[config.mk]
export PLATFORM = sky130hd
export DESIGN_NAME = matrix_input_loader
export DESIGN_NICKNAME = d
export VERILOG_FILES = /design/src/rtl/matrix_input_loader_pkg.sv /design/src/rtl/matrix_input_loader.sv
export SDC_FILE = /design/constraint.sdc
export NUM_CORES = 1
export LEC_CHECK = 0
export ABC_CLOCK_PERIOD_IN_PS = 1800
export BUFFER_PORTS_ARGS = -buffer_cell sky130_fd_sc_hd__buf_2
export CORE_MARGIN = 5
export CORE_UTILIZATION = 48
export CTS_CLUSTER_DIAMETER = 120
export DETAILED_ROUTE_END_ITERATION = 10
export PLACE_DENSITY = 0.74
export SKIP_LAST_GASP = 1
export SYNTH_ARGS = -nofsm -noshare
export SYNTH_HDL_FRONTEND = slang
export SYNTH_SLANG_ARGS = --single-unit
[constraint.sdc]
create_clock -name clock -period 1.8 [get_ports clock]
set_clock_uncertainty 0.2 [all_clocks]
set_input_delay 0.54 -clock clock [delete_from_list [all_inputs] [get_ports clock]]
set_output_delay 0.54 -clock clock [all_outputs]
set_load 0.005 [all_outputs]
[src/rtl/matrix_input_loader_pkg.sv]
// matrix_input_loader_pkg: shared width constants and assembly state encoding for the matrix loader
package matrix_input_loader_pkg;
  localparam int MATRIX_WORD_W = 96;
  localparam int MATRIX_BYTE_W = 8;
  typedef enum logic {FILL = 1'b0, FULL = 1'b1} state_t;
endpackage

[src/rtl/matrix_input_loader.sv]
// matrix_input_loader: packs an LSB-first byte stream into wide words on a valid/ready port (MATRIX_LOADER_CHECKSUM_EN adds an XOR check beat)
module matrix_input_loader
  import matrix_input_loader_pkg::*;
#(
  parameter int WORD_W = MATRIX_WORD_W,
  parameter int BYTE_W = MATRIX_BYTE_W
) (
  input  logic              clock,
  input  logic              reset_n,
  input  logic [BYTE_W-1:0] in_data,
  input  logic              in_valid,
  output logic              in_ready,
  output logic [WORD_W-1:0] out_x,
  output logic              out_valid,
  input  logic              out_ready,
  output logic              err
);
  localparam int NBYTES = WORD_W / BYTE_W;
`ifdef MATRIX_LOADER_CHECKSUM_EN
  localparam int NBEATS = NBYTES + 1;
`else
  localparam int NBEATS = NBYTES;
`endif
  localparam int CW = $clog2(NBEATS + 1);

  state_t            state, state_nx;
  logic [CW-1:0]     cnt;
  logic [WORD_W-1:0] asm_q, asm_d;
  logic              acc, last, ok, slot_free, word_done;

  assign slot_free = !out_valid || out_ready;
  assign acc       = in_valid && in_ready;
  assign last      = acc && (cnt == CW'(NBEATS - 1));
  assign word_done = last && ok;

  // current byte merged into the assembly word; a checksum beat leaves it untouched
  always_comb begin
    asm_d = asm_q;
    for (int k = 0; k < NBYTES; k++)
      if (cnt == CW'(k)) asm_d[k*BYTE_W +: BYTE_W] = in_data;
  end

  // assembly state register
  always_ff @(posedge clock or negedge reset_n)
    if (!reset_n) state <= FILL;
    else state <= state_nx;

  // FULL is entered only when a word completes against an occupied slot
  always_comb
    state_nx = (state == FILL) ? ((word_done && !slot_free) ? FULL : FILL)
                               : (slot_free ? FILL : FULL);

  // in_ready depends on state alone
  always_comb in_ready = (state == FILL);

  // byte counter and assembly register
  always_ff @(posedge clock or negedge reset_n)
    if (!reset_n) begin
      cnt   <= '0;
      asm_q <= '0;
    end else if (acc) begin
      cnt   <= last ? '0 : cnt + 1'b1;
      asm_q <= asm_d;
    end

  // output slot: a held word has priority, then a word completing this cycle
  always_ff @(posedge clock or negedge reset_n)
    if (!reset_n) begin
      out_x     <= '0;
      out_valid <= 1'b0;
    end else if (state == FULL && slot_free) begin
      out_x     <= asm_q;
      out_valid <= 1'b1;
    end else if (word_done && slot_free) begin
      out_x     <= asm_d;
      out_valid <= 1'b1;
    end else if (out_ready) begin
      out_valid <= 1'b0;
    end

`ifdef MATRIX_LOADER_CHECKSUM_EN
  logic [BYTE_W-1:0] csum;
  assign ok = (in_data == csum);
  // running XOR of data beats and one-cycle discard pulse
  always_ff @(posedge clock or negedge reset_n)
    if (!reset_n) begin
      csum <= '0;
      err  <= 1'b0;
    end else begin
      err <= last && !ok;
      if (acc) csum <= last ? '0 : csum ^ in_data;
    end
`else
  assign ok  = 1'b1;
  assign err = 1'b0;
`endif
endmodule

* Word level (Yosys, flattened, before mapping) *
Cells that the tools add are included.

operators by class
  add/sub/neg operators = 1
  multiply operators = 0
  div/mod/pow operators = 0
  magnitude comparators = 0
  equality and inequality tests = 11
  shift-type cells = 0
  multiplexer cells = 21
  bitwise logic cells = 1
  reductions and logical operators = 11

operator list
  operator                                                         count
  96-bit 2-to-1 mux                                                2
  8-bit 2-to-1 mux                                                 12
  4-bit by 3-bit == test with 1-bit output, second input constant  4
  4-bit == test, second input constant                             4
  4-bit by 2-bit == test with 1-bit output, second input constant  2
  1-bit 2-to-1 mux                                                 6
  1-bit logical AND                                                5
  4-bit by 1-bit adder with 4-bit output, second input constant    1
  4-bit by 1-bit == test with 1-bit output, second input constant  1
  4-bit zero test                                                  1
  4-bit 2-to-1 mux                                                 1
  3-bit nonzero test                                               1
  1-bit zero test                                                  2
  2-bit nonzero test                                               1
  1-bit logical OR                                                 1
  1-bit inverter                                                   1

word-level totals
  bits in registers = 198
  bits in latches = 0
  memory bits (writable) = 0
  ROM bits = 0
  input port bits = 12
  output and inout port bits = 99
  logic and storage cells = 50
  memories = 0

* Logic depth before layout (Yosys ltp) *
Gate-level depths: netlist of run 1.

  word-level depth = 6
  depth in mapped cells = 8
  depth with buffers taken out = 6

* Worst setup path before layout of run 1 *
OpenSTA, ideal clock, no wires.

  path kind = reg-to-reg
  from = reg cnt[0]
  to = reg asm_q[66]
  setup time = 0.125 ns
  data arrival time = 1.484 ns
  data required time = 1.475 ns
  slack = -0.009 ns
  cell stages (with the launch flop) = 6
  buffers on the path = 0
  period minus slack after synthesis = 1.809 ns
  path through = dfrtp_1 inv_1 ha_1 nand2b_4 nor2_4 mux2_2

on the way
  word-level cells in the longest chain between the ends = 2

RTL lines
  item                    line                       source
  start, declared         matrix_input_loader.sv:27  logic [CW-1:0] cnt;
  start signal, assigned  matrix_input_loader.sv:62  cnt <= last ? '0 : cnt + 1'b1;
  4-bit == test           matrix_input_loader.sv:40  if (cnt == CW'(k)) asm_d[k*BYTE_W +: BYTE_W] = in_data;
  8-bit 2-to-1 mux        matrix_input_loader.sv:40
  end signal, assigned    matrix_input_loader.sv:63  asm_q <= asm_d;
  end, declared           matrix_input_loader.sv:28  logic [WORD_W-1:0] asm_q, asm_d;

No other way between the ends.
A chain may end at the register's enable or synchronous reset.

* Final worst setup path of run 1 *
  from = reg cnt[1]
  to = reg out_x[61]

on the way
  word-level cells in the longest chain between the ends = 4
  elaborated cells on any way between the ends = 8
  those cells by class = 2 x eq/ne; 3 x mux; 3 x reduce/logical

RTL lines
  item                                                                              line                                                  source
  4-bit by 3-bit == test with 1-bit output / 4-bit == test (equally long branches)  matrix_input_loader.sv:40, matrix_input_loader.sv:33
  8-bit 2-to-1 mux / 1-bit logical AND (equally long branches)                      matrix_input_loader.sv:40, matrix_input_loader.sv:33
  96-bit 2-to-1 mux / 1-bit logical AND (equally long branches)                     matrix_input_loader.sv:74                             end else if (word_done && slot_free) begin
  96-bit 2-to-1 mux / 2-bit nonzero test (equally long branches)                    -
  end signal, assigned                                                              matrix_input_loader.sv:72                             out_x <= asm_q;
  end signal, assigned                                                              matrix_input_loader.sv:75                             out_x <= asm_d;
  end, declared                                                                     matrix_input_loader.sv:13                             output logic [WORD_W-1:0] out_x,

Several ways; a longest one is shown, not always the timed one. The select of a mux whose other input is x is not followed.

==> results.json, run 1 <==
{
  "rsz0062_at_grt": "yes",
  "drc": 0,
  "ioPinCount": 111,
  "drt-pass1-iter-count": 5,
  "drtIter0Drc": 444,
  "routed_wl_mm": 23.23,
  "yosys.area_share.xor_xnor_pct": 0,
  "antenna-diode-count": 0,
  "yosys.area_share.simple_pct": 12.12,
  "yosys-top-cells-area": "dfrtp_1 (55%), mux2_2 (12%), o21ai_2 (8.1%), o22ai_1 (6.6%), nand2_2 (3.6%)",
  "synth_top_family_by_area": "compound AO/OA/AOI/OAI gates",
  "synth_nets": 746,
  "place_inst": 1103,
  "synth.cell_area_sq_mm": 0.009067,
  "grt_max_degree": 43,
  "final_common_cell": "dfrtp_1",
  "cts_buffer_depth": 2,
  "required_ns": 1.91,
  "start_util_pct": 48.64,
  "violations": "setup timing",
  "outcome": "finished, violations left",
  "cp-end-kind": "register",
  "synth_top_area_share_pct": 54.64,
  "post-synth-top-area-cell": "dfrtp_1",
  "hold_end": "out_x[75]$_DFFE_PN0P_",
  "layout_common_cells": "dfrtp_1 (196), buf_2 (107), mux2_2 (91)",
  "setup_viol": 125,
  "min_from": "out_x[75]$_DFFE_PN0P_",
  "final-hold-violation-count": 0,
  "synth_cell_types": 39,
  "cts-root-buf": "clkbuf_16",
  "grt_pass1_vias": 6511,
  "fin_crit_sh_pct": 104.8,
  "synth-compound-area-share_pct": 16.09,
  "grt_pass1_wl_mm": 36.36,
  "clkTransAtPathRegs_ns": 0.07,
  "synthFlopType": "dfrtp_1",
  "p_total_mw": 19.59,
  "drv_slew": 0,
  "synth-edff-count": 0,
  "via_per_inst": 5.696,
  "cap_violations": 0,
  "antenna_found_initial": 0,
  "fp.dieW_um": 147.4,
  "ys_seq_area_share_pct": 54.64,
  "layout_setup_ws_ns": -0.08681,
  "reg2reg_depth": 7,
  "overflow": 0,
  "cts.sinks": 198,
  "rrSetupSlack_ns": -0.09,
  "wl_per_cell_um": 20.25,
  "synth-seq-cells": 198,
  "cp_max_fo": 5,
  "htree_levels": 4,
  "synthAdderAreaFrac_pct": 0.5520,
  "r2r-start": "cnt[1]$_DFFE_PN0P_",
  "numCtsBuffers": 17,
  "dieArea_sq_mm": 0.02174,
  "cts_tree": "yes",
  "vias": 6533,
  "gp_congestion": 0.8618,
  "async_flop_share_pct": 100.0,
  "stdcell_count": 1147,
  "fmax_mhz": 530.0,
  "path_class": "reg -> reg",
  "synth.avg_cell_area_sq_um": 12.42,
  "holdPathStages": 2,
  "hold_class": "reg -> reg",
  "std_cell_rows": 50,
  "finalCriticalPeriod_ns": 1.887,
  "p_leak_nw": 5.247,
  "drive_above_1_share_pct": 56.30,
  "dp_hpwl_mm": 15.38,
  "synth_cells": 730,
  "core_sq_mm": 0.01864,
  "io_buffers": 109,
  "ys_warn_count": 0,
  "vdd_ir_drop_max_mv": 0.9286,
  "start_kind": "register",
  "clk_latency_ns": 0.43,
  "track_usage_pct": 21.21,
  "synthMuxAreaShare_pct": 11.92,
  "p_per_area_mw_per_mm2": 1711,
  "nNetsFinal": 920,
  "area_delta_synth_final_pct": 26.25,
  "arrival_ns": 2.00,
  "r2r_end": "out_x[61]$_DFFE_PN0P_",
  "die_h_um": 147.4,
  "ant_nets": 0
}
## state kept, by name (all words and copies together) (netlist names)
| signal | cells |
|---|---|
| cnt | 4 |
| out_x | 96 |
| asm_q | 96 |
| out_valid | 1 |
| state | 1 |
## cells by family (layout without fill, tap and decap cells)
| kind of cell | after synthesis | count (layout) |
|---|---|---|
| AOI/OAI and AO/OA | 203 | 203 |
| DFF | 198 | 198 |
| and+or+nand+nor | 176 | 176 |
| muxes | 96 | 96 |
| buffers and inverters | 52 | 235 |
| adders and majority gates | 4 | 4 |
| other | 1 | 1 |
## synthesized netlist by cell type (all sizes together) (4+ instances only)
cell type	number
nor3	5
mux2	96
ha	4
nand2	102
inv	5
nand4	4
clkbuf	11
o21ai	104
nor2	20
o22ai	95
nand2b	37
dfrtp	198
buf	36
## power by group
group          internal (mW)  switching [mW]  leakage, nW  total [mW]
logic                   3.88            4.14         2.45        8.03
clock network           2.32            1.61        0.285        3.94
registers               6.43            1.20         2.51        7.63
total                   12.6            6.95         5.25        19.6
## area by class of cell
type	count	area [sq um]
Clock buffer	18	439.2
Clock inverter	10	157.7
Fill cell	1439	7196
Inverter	5	23.77
Multi-Input combinational cell	480	3931
Sequential cell	198	4957
Tap cell	234	292.8
Timing Repair Buffer	202	1645
## timing repair
item / in CTS / in global routing
setup buffers: 8 / 1
endpoints found under the hold margin: 22 / 0
gates resized for setup: 22 / 37
endpoints found under the setup margin: 153 / 166
hold buffers: 1 / 0
gates cloned: 1 / 5
pin swaps: 4 / 15
## through the flow
stage / TNS [ns] / worst slack [ns] / area (sq um) / util, % / hold WS (ns)
after floorplan: 0 / 0.0003318 / 9070 / - / 0.04441
after global placement: -10.21 / -0.1447 / 10310 / 55.30 / 0.2566
after detailed placement: -11.59 / -0.1700 / 10310 / 55.30 / 0.2580
after CTS: -3.747 / -0.06045 / 11140 / 59.75 / 0.2746
after global routing: -12.13 / -0.1334 / 11450 / 61.40 / 0.2939
final: -4.849 / -0.08681 / 11450 / 61.40 / 0.2685
## worst max-delay path, cell delays in order (launching register included)
cell and delay (ns):
dfrtp_2 0.44, ha_4 0.19, and4b_4 0.21, o21ai_4 0.22
buf_6 0.19, buf_6 0.13, clkbuf_16 0.14, o21ai_2 0.05
## worst max path at each step
stage                            start                     to  slack, ns  depth (start not counted)
CTS                 cnt[1]$_DFFE_PN0P_  out_x[61]$_DFFE_PN0P_      -0.06                          8
global route        cnt[1]$_DFFE_PN0P_  out_x[75]$_DFFE_PN0P_      -0.13                          7
detailed placement           out_ready   out_x[0]$_DFFE_PN0P_      -0.17                          7
finish              cnt[1]$_DFFE_PN0P_  out_x[61]$_DFFE_PN0P_      -0.09                          7
floorplan           cnt[0]$_DFFE_PN0P_  out_x[10]$_DFFE_PN0P_     0.0003                          6
global placement             out_ready   out_x[0]$_DFFE_PN0P_      -0.14                          7
## metal layers
metal | GRT usage, % | routed length, um | part of all wire (%)
met1 | 29.72 | 9979 | 43
met2 | 33.85 | 11300 | 49
met3 | 3.740 | 1395 | 6.0
met4 | 6.897 | 551 | 2.4
met5 | 0 | 0 | 0
(Power assumes the default switching activity.)
==> run 2, diff against run 1 <==
- REMOVE_ABC_BUFFERS: not set -> 1
- SLEW_MARGIN: not set -> 10
==> run 2 against run 1 <==
Critical endpoint is now out_x[15]$_DFFE_PN0P_. Fmax shrank 2.1%. Register-to-register slack lost 0.04 ns. Die area unchanged. Core utilization rose by 4.7 points. The flow still finishes with violations (setup timing). Highest routed layer is now met5. Via count rose by 3.4%. Count of clock-buffer cells in the layout grew 3. Total power is 5.9% higher. Flip-flop and latch count unchanged.
==> results.json, run 2 (same netlist as run 1, synthesis figures left out) <==
{
  "outcome": "finished, violations left",
  "violations": "setup timing",
  "multi_input_area_sq_mm": 0.004352,
  "ant_nets": 0,
  "grt_max_degree": 44,
  "p_total_mw": 20.74,
  "rsz0062_at_grt": "yes",
  "wl_per_cell_um": 22.01,
  "routed_wl_mm": 25.73,
  "cap_violations": 0,
  "final-hold-violation-count": 0,
  "dieArea_sq_mm": 0.02174,
  "vdd_ir_drop_max_mv": 0.9751,
  "layout.area.seq_sq_mm": 0.004957,
  "fin_crit_sh_pct": 107.1,
  "core_sq_mm": 0.01864,
  "cts.sinks": 198,
  "drv_slew": 0,
  "utilization_pct": 66.07,
  "path_cells": "buf_6 -> buf_4 -> nand2b_4 -> buf_6 -> nor3_4 -> buf_6 -> o22ai_1 -> o21ai_2",
  "ioPinCount": 111,
  "cp-end-kind": "register",
  "stdcell_count": 1169,
  "pre_cts_slack_ns": -0.3346,
  "path_class": "reg -> reg",
  "gp_congestion": 0.8621,
  "final.setup.tns_ns": -6.903,
  "start_kind": "register",
  "track_usage_pct": 21.19,
  "layout_common_cells": "dfrtp_1 (196), buf_2 (107), o21ai_2 (92)",
  "p_per_area_mw_per_mm2": 1684,
  "drtIter0Drc": 555,
  "arrival_ns": 2.11,
  "area_delta_synth_final_pct": 35.84,
  "fillers": 1286,
  "clk_latency_ns": 0.45,
  "cts_buffer_depth": 2,
  "drt-pass1-iter-count": 4,
  "critPathMaxStageDelay_ns": 0.42,
  "numCtsBuffers": 17,
  "finalCriticalPeriod_ns": 1.928,
  "layout_setup_ws_ns": -0.1277,
  "drc": 0,
  "die_h_um": 147.4,
  "drive_above_1_share_pct": 60.32,
  "std_cell_rows": 50,
  "start_util_pct": 48.64,
  "rrSetupSlack_ns": -0.13,
  "placed_cell_area_sq_mm": 0.01026,
  "hold_class": "in -> reg",
  "holdWs_ns": 0.2721,
  "cp_max_fo": 8,
  "fp.dieW_um": 147.4,
  "antenna_found_initial": 1,
  "clkTransAtPathRegs_ns": 0.07,
  "p_leak_nw": 5.608,
  "place_inst": 1094,
  "htree_levels": 4,
  "slowest_stage": "dfrtp_1",
  "nNetsFinal": 938,
  "overflow": 0,
  "path_common_cell": "buf_6",
  "antenna-diode-count": 0,
  "setup_viol": 135,
  "grt_pass1_vias": 6701,
  "top_regs": "asm_q (96), out_x (96), cnt (4)",
  "io_buffers": 109,
  "cts_tree": "yes",
  "grt_pass1_wl_mm": 36.34,
  "via_per_inst": 5.778,
  "dp_hpwl_mm": 14.64,
  "fmax_mhz": 518.7,
  "required_ns": 1.98,
  "vias": 6754,
  "final_common_cell": "dfrtp_1",
  "cts-root-buf": "clkbuf_16",
  "final_design_area_no_fill_sq_mm": 0.01232
}
-- run 2: changes by cell type in the layout (fill, tap and decap cells not counted), sizes merged --
| cell | previous run | this run |
|---|---|---|
| clkinvlp | 3 | 2 |
| clkbuf | 24 | 35 |
| nor2 | 20 | 21 |
| inv | 4 | 9 |
| buf | 195 | 204 |
| bufinv | 4 | 1 |
-- run 2: worst paths after layout --
check	start	endpoint	cells past startpoint
max	state$_DFF_PN0_	out_x[15]$_DFFE_PN0P_	8
min	out_ready	state$_DFF_PN0_	3
max reg2reg	state$_DFF_PN0_	out_x[15]$_DFFE_PN0P_	8
min reg2reg	out_x[93]$_DFFE_PN0P_	out_x[93]$_DFFE_PN0P_	2
max in group asynchronous	reset_n	asm_q[93]$_DFFE_PN0P_	3
min in group asynchronous	reset_n	asm_q[80]$_DFFE_PN0P_	2
-- run 2: routing by layer --
metal	part of all wire [%]	global-route usage, %
met1	42	29.15
met3	7.2	4.445
met5	0.027	0
met2	49	33.87
met4	2.4	6.943
-- run 2: timing repair --
action | in CTS | in global routing
resized for setup | 60 | 127
setup buffers | 16 | 9
pin swaps | 25 | 61
hold buffers | 1 | 0
cloned | 1 | 17
hold endpoints to repair | 30 | 0
setup endpoints to repair | 167 | 192
-- run 2: report_power, final --
| group | total (mW) | switching [mW] | internal, mW |
|---|---|---|---|
| Sequential | 7.81 | 1.38 | 6.43 |
| Combinational | 9.17 | 4.58 | 4.59 |
| Clock | 3.76 | 1.78 | 1.98 |
-- run 2: final cells by class --
cell class,count,area share [%]
Tap cell,234,2.377
Multi-Input combinational cell,481,35.33
Clock buffer,21,3.657
Inverter,5,0.2133
Timing Repair Buffer,219,17.22
Clock inverter,11,0.9549
Sequential cell,198,40.25
-- run 2: critical path: cells and delay by family, from the launching register on --
kind	cells	cell delay [ns]
DFF	1	0.42
buffers and inverters	4	0.65
AOI/OAI and AO/OA	2	0.27
and+or+nand+nor	2	0.33
==> run 3, diff against run 2 <==
- ABC_AREA: not set -> 1
- PLACE_DENSITY: 0.74 -> 0.73
==> run 3 against run 2 <==
The run still ends with setup timing left. Final cell count grew 56%. Flip-flop and latch count is the same. Count of clock-buffer cells in the layout fell by 1. First-iteration DRC count increased by 55%. Sequential share of layout area decreased by 1.6 points. Wire length up 19%. Die area is 12% higher. Sequential power is 4.4% lower. Register-to-register slack improved by 0.10 ns. Critical path type unchanged. Highest routed layer is now met4.
==> results.json, run 3 <==
{
  "numCtsBuffers": 17,
  "final_common_cell": "nand2_1",
  "synth_top_area_share_pct": 48.37,
  "via_per_inst": 5.501,
  "post-synth-top-area-cell": "dfrtp_1",
  "violations": "setup timing",
  "synth-edff-count": 0,
  "ioPinCount": 111,
  "cts.sinks": 198,
  "vias": 10029,
  "synth.cell_area_sq_mm": 0.01024,
  "nNetsFinal": 1551,
  "drt-pass1-iter-count": 5,
  "vdd_ir_drop_max_mv": 1.009,
  "placed_cell_area_sq_mm": 0.01167,
  "dp_hpwl_mm": 18.37,
  "dieArea_sq_mm": 0.02436,
  "gp_congestion": 0.8367,
  "htree_levels": 4,
  "start_util_pct": 48.73,
  "die_h_um": 156.1,
  "start_kind": "register",
  "ys_seq_area_share_pct": 48.37,
  "synthFlopType": "dfrtp_1",
  "drtIter0Drc": 861,
  "synth-seq-cells": 198,
  "cap_violations": 0,
  "grt_pass1_vias": 9716,
  "synth_most_common_cell": "nand2_1",
  "synth_cells": 1409,
  "utilization_pct": 60.95,
  "pre_cts_slack_ns": -0.1138,
  "track_usage_pct": 23.99,
  "antenna-diode-count": 0,
  "arrival_ns": 2.00,
  "fmax_mhz": 548.2,
  "setup_viol": 10,
  "pwr-share-clk_pct": 19.0,
  "hold_class": "in -> reg",
  "top_regs": "asm_q (96), out_x (96), cnt (4)",
  "drc": 0,
  "core_sq_mm": 0.02102,
  "cp-end-kind": "register",
  "std_cell_rows": 53,
  "final-hold-violation-count": 0,
  "outcome": "finished, violations left",
  "grt_pass1_wl_mm": 47.68,
  "antenna_found_initial": 0,
  "cts_buffer_depth": 2,
  "layout_setup_ws_ns": -0.02406,
  "drv_slew": 0,
  "layout_common_cells": "nand2_1 (566), nand3_1 (214), dfrtp_1 (195)",
  "final_design_area_no_fill_sq_mm": 0.01281,
  "cts-root-buf": "clkbuf_16",
  "path_class": "reg -> reg",
  "area_delta_synth_final_pct": 25.09,
  "ys_warn_count": 0,
  "async_flop_share_pct": 100.0,
  "io_buffers": 109,
  "synth_common_cells": "nand2_1 (590), nand3_1 (225), dfrtp_1 (198)",
  "synth.avg_cell_area_sq_um": 7.270,
  "p_seq_share_pct": 37.2,
  "clkTransAtPathRegs_ns": 0.07,
  "grt_max_degree": 54,
  "finalCriticalPeriod_ns": 1.824,
  "fin_crit_sh_pct": 101.3,
  "p_int_mw": 11.96,
  "cp_max_fo": 7,
  "switchingPower_mw": 8.099,
  "p_leak_nw": 6.965,
  "clk_latency_ns": 0.44,
  "yosys-top-cells-area": "dfrtp_1 (48%), nand2_1 (22%), nand3_1 (11%), o21ai_0 (4.5%), inv_1 (4.0%)",
  "required_ns": 1.98,
  "routed_wl_mm": 30.49,
  "power.switching_fraction_pct": 40.38,
  "cts_tree": "yes",
  "fp.dieW_um": 156.1,
  "rsz0062_at_grt": "yes",
  "p_comb_share_pct": 43.8,
  "drive_above_1_share_pct": 18.60,
  "p_per_area_mw_per_mm2": 1565,
  "overflow": 0,
  "wl_per_cell_um": 16.73,
  "synth_cell_types": 23,
  "ant_nets": 0
}
==> run 3: changes by cell type after synthesis, moves of 9 or more <==
cell      previous run  this run
nand2_1             50       590
nand3_1              1       225
inv_1                4       109
o22ai_1             95         0
mux2_2              94         0
o21ai_0              6        93
o21ai_2             84         0
nand4_1              0        64
nand2_2             52         2
clkbuf_1            10        47
nand2b_1            32         0
buf_2               18        34
o21ai_1             14         2
buf_4                3        12
==> run 3: power groups by stage <==
stage	clock network, mW	registers [mW]	logic, mW
2_1_floorplan	0	7.48	4.69
3_3_place_gp	0	7.41	7.71
3_5_place_dp	0	7.46	8.01
4_1_cts	3.84	7.42	8.15
5_1_grt	4.03	7.69	9.95
6_report	3.80	7.47	8.79
==> run 3: kinds of logic (layout without fill, tap and decap cells) <==
logic type,Yosys count,count (layout),share of synthesized area [%]
AO/OA/AOI/OAI,101,101,5.045
adder cells (fa/ha/maj),4,4,0.4886
buffers and inverters,212,351,8.636
flip-flops,198,198,48.37
other,1,1,0.03661
AND/OR/NAND/NOR,893,893,37.43
==> run 3: per-stage QoR <==
stage	TNS [ns]	instances	hold slack (ns)	power [mW]
floorplan	-291.01	1311	0.04441	12.17
finish	-0.06856	1823	0.1501	20.06
global placement	-1.822	1772	0.2002	15.13
CTS	-0.01623	1805	0.1324	19.40
detailed placement	-6.517	1772	0.2016	15.47
global route	-2.190	1823	0.1436	21.68
==> run 3: worst paths after layout <==
path / from / to / slack [ns] / depth (start not counted)
worst min register to register: out_x[56]$_DFFE_PN0P_ / out_x[56]$_DFFE_PN0P_ / 0.27 / 2
worst max-delay path: cnt[1]$_DFFE_PN0P_ / out_x[94]$_DFFE_PN0P_ / -0.02 / 9
min in group asynchronous: reset_n / asm_q[86]$_DFFE_PN0P_ / 0.31 / 2
max in group asynchronous: reset_n / out_x[21]$_DFFE_PN0P_ / 0.56 / 3
worst min-delay path: in_data[6] / asm_q[94]$_DFFE_PN0P_ / 0.15 / 3
worst max register to register: cnt[1]$_DFFE_PN0P_ / out_x[94]$_DFFE_PN0P_ / -0.02 / 9
==> run 3: critical path: stages, from the launching register on <==
cell	delay, ns
dfrtp_2	0.45
ha_4	0.19
nand3_4	0.11
nor2_8	0.16
nand2_4	0.08
nand2_4	0.10
buf_12	0.16
clkbuf_16	0.18
nand2_1	0.07
nand2_1	0.06
==> run 3: per-layer routing <==
layer  wire length, um  track usage (%)  share of wire, %  up-vias
li1                  -                -                 -     4785
met1             12740            31.78                42     4745
met2             14480            38.88                47      414
met3              2201            4.078               7.2       85
met4              1080            10.63               3.5        0
met5                 0                0                 0        -
==> run 3: layout make-up <==
class,count,area (sq um)
sequential,198,4959
tap,275,344.1
multi-input combinational,999,4629
timing repair buffer,205,1877
clock buffer,20,436.7
fill,1799,8208
inverter,114,439.2
clock inverter,12,128.9
==> run 3: repair_timing <==
action                     4_1_cts  5_1_grt
setup endpoints to repair      110      125
pin swaps                        0       10
hold buffers                     1        0
resized for setup               13       64
hold endpoints to repair        40        0
cloned                           0       10
buffers inserted                 0        9
